[config.mk]
export PLATFORM = sky130hd
export DESIGN_NAME = btn_mode_ring
export DESIGN_NICKNAME = d
export VERILOG_FILES = /design/src/rtl/btn_mode_ring.sv
export SDC_FILE = /design/constraint.sdc
export NUM_CORES = 1
export LEC_CHECK = 0
export CAP_MARGIN = 20
export CORE_AREA = 5 5 42 44
export CTS_CLUSTER_SIZE = 16
export DETAILED_ROUTE_END_ITERATION = 12
export DIE_AREA = 0 0 47 49
export PLACE_DENSITY_LB_ADDON = 0.25
export SLEW_MARGIN = 25
export SYNTH_ARGS = -nofsm -noshare
export SYNTH_HDL_FRONTEND = slang
export SYNTH_SLANG_ARGS = --single-unit
[constraint.sdc]
create_clock -name clk -period 2.3 [get_ports clk]
set_clock_uncertainty 0.15 [all_clocks]
set_input_delay 0.345 -clock clk [delete_from_list [all_inputs] [get_ports clk]]
set_output_delay 0.345 -clock clk [all_outputs]
set_load 0.05 [all_outputs]
[src/rtl/btn_mode_ring.sv]
// btn_mode_ring: two-flop synchronizer, debouncer with edge pulses, and a one-hot mode ring.
// Optional macro MODE_ERR_FLAG_EN adds a state_err pulse after illegal-state recovery.
module btn_mode_ring #(
  parameter int T = 4,
  parameter int N = 4
) (
  input  logic         clk,
  input  logic         rst_n,
  input  logic         btn,
  output logic         conditioned,
  output logic         rising,
  output logic         falling,
  output logic [N-1:0] state
`ifdef MODE_ERR_FLAG_EN
  ,
  output logic         state_err
`endif
);

  localparam int CW = (T > 1) ? $clog2(T) : 1;
  localparam logic [CW-1:0] LAST = CW'(T - 1);
  localparam logic [N-1:0] MODE0 = {{(N-1){1'b0}}, 1'b1};

  logic          sync0;
  logic          sync1;
  logic [CW-1:0] count;
  logic          one_hot;
  logic [N-1:0]  next_state;

  always_ff @(posedge clk or negedge rst_n) begin
    if (!rst_n) begin
      sync0 <= 1'b0;
      sync1 <= 1'b0;
    end else begin
      sync0 <= btn;
      sync1 <= sync0;
    end
  end

  // A level change is accepted only after T consecutive cycles of disagreement.
  always_ff @(posedge clk or negedge rst_n) begin
    if (!rst_n) begin
      count       <= '0;
      conditioned <= 1'b0;
      rising      <= 1'b0;
      falling     <= 1'b0;
    end else if (sync1 == conditioned) begin
      count   <= '0;
      rising  <= 1'b0;
      falling <= 1'b0;
    end else if (count != LAST) begin
      count   <= count + 1'b1;
      rising  <= 1'b0;
      falling <= 1'b0;
    end else begin
      conditioned <= sync1;
      count       <= '0;
      rising      <= sync1;
      falling     <= ~sync1;
    end
  end

  // Recovery from a corrupted ring takes priority over advancing.
  always_comb begin
    one_hot    = (state != '0) && ((state & (state - 1'b1)) == '0);
    next_state = state;
    if (!one_hot)
      next_state = MODE0;
    else if (rising)
      next_state = {state[N-2:0], state[N-1]};
  end

  always_ff @(posedge clk or negedge rst_n) begin
    if (!rst_n)
      state <= MODE0;
    else
      state <= next_state;
  end

`ifdef MODE_ERR_FLAG_EN
  always_ff @(posedge clk or negedge rst_n) begin
    if (!rst_n)
      state_err <= 1'b0;
    else
      state_err <= ~one_hot;
  end
`endif

endmodule

==> reports/qor.yml <==
grt_pass1_vias: 319
grt_max_degree: 12
yosys_warnings: 0
postSynthNetCount: 36
critPathLaunchType: "flip-flop"
nNetsFinal: 50
yosys-top-cells-count: "10 x dfrtp_1, 3 x nor3_1, 2 x a21oi_1, 2 x and3b_1, 2 x nor2b_1"
slowest_stage: "clkdlybuf4s50_1"
diodes: 0
ir_drop_uv: 494.9
clock_tree.buffer_depth: 2
cp_num_buf_inv: 1
ff2ff_path_depth: 3
clk_pin_slew_worst_paths_ps: 60
antenna_found_initial: 0
setup_violations: 0
finalHoldViolCount: 0
cp_top_family: "buffers and inverters"
cts_tree: "done"
critPathMaxFanout: 6
synth_seq_area_share_pct: 62.61
core_area_sq_um: 1401
power_density_nw_per_um2: 896.6
dp_cells: 57
period_minus_slack_ps: 2142
min-delay-path-class: "flip-flop to flip-flop"
viasPerCell: 5.033
holdPathStages: 0
synth_top_area_share_pct: 56.66
wire_per_inst_um: 12.44
synth_flop_cell: "dfrtp_1"
cts_root_buf: "clkbuf_4"
synthArstFlopShare_pct: 100.0
p_clk_share_pct: 23.9
switchingPower_w: 0.0001649
n_fill_cell: 144
drc_errors: 0
finalMaxSlewViolations: 0
max_freq_mhz: 466.7
required_ps: 1800
synth_area_sq_um: 441.7
worst-endpoint-arrival_ps: 1650
drive_above_1_share_pct: 17.78
yosysTopAreaCell: "dfrtp_1"
fp-row-count: 14
clock_latency_ps: 260
path_cells: "clkdlybuf4s50_1"
finalWorstSetupSlack_ps: 157.5
fin_area_sq_um: 578.1
die-height_um: 49
pre_cts_slack_ps: 438.3
postLayoutCoreUtil_pct: 41.25
cts_hold_buffers: 0
dp_hpwl_um: 622.1
syn_inst: 32
cp.depth: 1
grt-ovfl-total: 0
grt_pass1_wl_um: 1317
detailed_place.area_sq_um: 551.8
gp_congestion: 0.6809
drt_wl_total_um: 759
internal-power_w: 0.0003534
final_antenna_net_count: 0
cts_setup_buffers: 0
crit_type: "flip-flop to output pin"
critPathCaptureType: "output pin"
dr.pass1.iters: 1
rsz0062_at_grt: "no"
switching_share_pct: 31.81
start_util_pct: 31.52
cts_sinks: 11
vias: 307
synth.distinct_cells: 18
cts_resized: 0
drv_cap: 0
ys_ff_latch: 11
setup_tns_ps: 0
dieArea_sq_um: 2303
top_level_ports: 10
fin_crit_sh_pct: 93.15
synth.avg_cell_area_sq_um: 13.80
relSlewSlack_pct: 66.85
area_growth_pct: 30.88
drtIter0Drc: 0
power_frac_seq_pct: 48.5
io_buffers: 9
htreeDepth: 1
synth_area_leaders: "dfrtp_1 57%, dfstp_2 5.9%, and3b_1 4.0%"
synth_edf_count: 0
stdcell_count: 61
p_leak_nw: 0.2499
worst_path_largest_cell_delay_ps: 810
worst_pin_slew_ps: 495.8
cts_buffers: 3
p_comb_share_pct: 27.6
grt_usage_pct: 7.983
synth_most_common_cell: "dfrtp_1"
status: "complete, no violations"
die_w_um: 47
[registers in the layout, indices dropped and copies added, names as in the netlist]
name         cells
rising           1
conditioned      1
sync0            1
count            2
sync1            1
state            4
falling          1
[per-layer routing]
layer	track usage [%]	routed length [um]	part of all wire, %	vias up
li1	-	-	-	145
met1	8.219	311	41	148
met2	12.90	360	47	12
met4	4.147	15	2.0	0
met5	0	0	0	-
met3	3.690	72	9.5	2
[path summary, 6_finish.rpt]
check                                          start              endpoint  slack (ps)
worst max-delay path            state[0]$_DFFE_PN1P_              state[0]         160
max in group asynchronous                      rst_n  state[0]$_DFFE_PN1P_        1400
worst min-delay path                 sync0$_DFF_PN0_       sync1$_DFF_PN0_         210
worst min register to register       sync0$_DFF_PN0_       sync1$_DFF_PN0_         210
worst max register to register  state[3]$_DFFE_PN0P_  state[0]$_DFFE_PN1P_         960
min in group asynchronous                      rst_n    count[1]$_DFF_PN0_         260
[power groups by stage]
| stage | logic (W) | clock network (W) | registers [W] |
|---|---|---|---|
| 6_report | 0.000143 | 0.000124 | 0.000251 |
| 5_1_grt | 0.000154 | 0.000136 | 0.000257 |
| 4_1_cts | 0.000148 | 0.000129 | 0.000252 |
| 3_5_place_dp | 0.000147 | 0 | 0.000255 |
| 3_3_place_gp | 0.000141 | 0 | 0.000252 |
| 2_1_floorplan | 0.0000494 | 0 | 0.000299 |
[cells in the final DEF (no fill, tap or decap), types with 2 or more instances in the layout]
cell             netlist  final
clkdlybuf4s50_1        0      9
nor2b_1                2      2
dfrtp_1               10     10
nor3_1                 3      3
a21oi_1                2      2
and3b_1                2      2
clkbuf_4               0      3
[stage by stage]
| step | hold slack (ps) | power (W) |
|---|---|---|
| global placement | 184.8 | 0.0003929 |
| finish | 205.1 | 0.0005183 |
| floorplan | -100.6 | 0.0003488 |
| detailed placement | 195.7 | 0.0004020 |
| CTS | 209.6 | 0.0005285 |
| global route | 212.5 | 0.0005477 |
[cells by family after synthesis]
| kind of cell | synth area share (%) |
|---|---|
| multiplexers | 2.549 |
| AO/OA/AOI/OAI | 10.20 |
| XOR/XNOR | 1.983 |
| adder cells (fa/ha/maj) | 2.832 |
| AND/OR/NAND/NOR | 19.83 |
| flip-flops | 62.61 |
[layout make-up]
type | instances | area, sq um | area share [%]
Sequential cell | 11 | 276.5 | 47.84
Multi-Input combinational cell | 21 | 165.2 | 28.57
Tap cell | 16 | 20.02 | 3.463
Timing Repair Buffer | 9 | 90.09 | 15.58
Clock buffer | 4 | 26.28 | 4.545
Note: power is estimated with default switching activity, not from simulation.
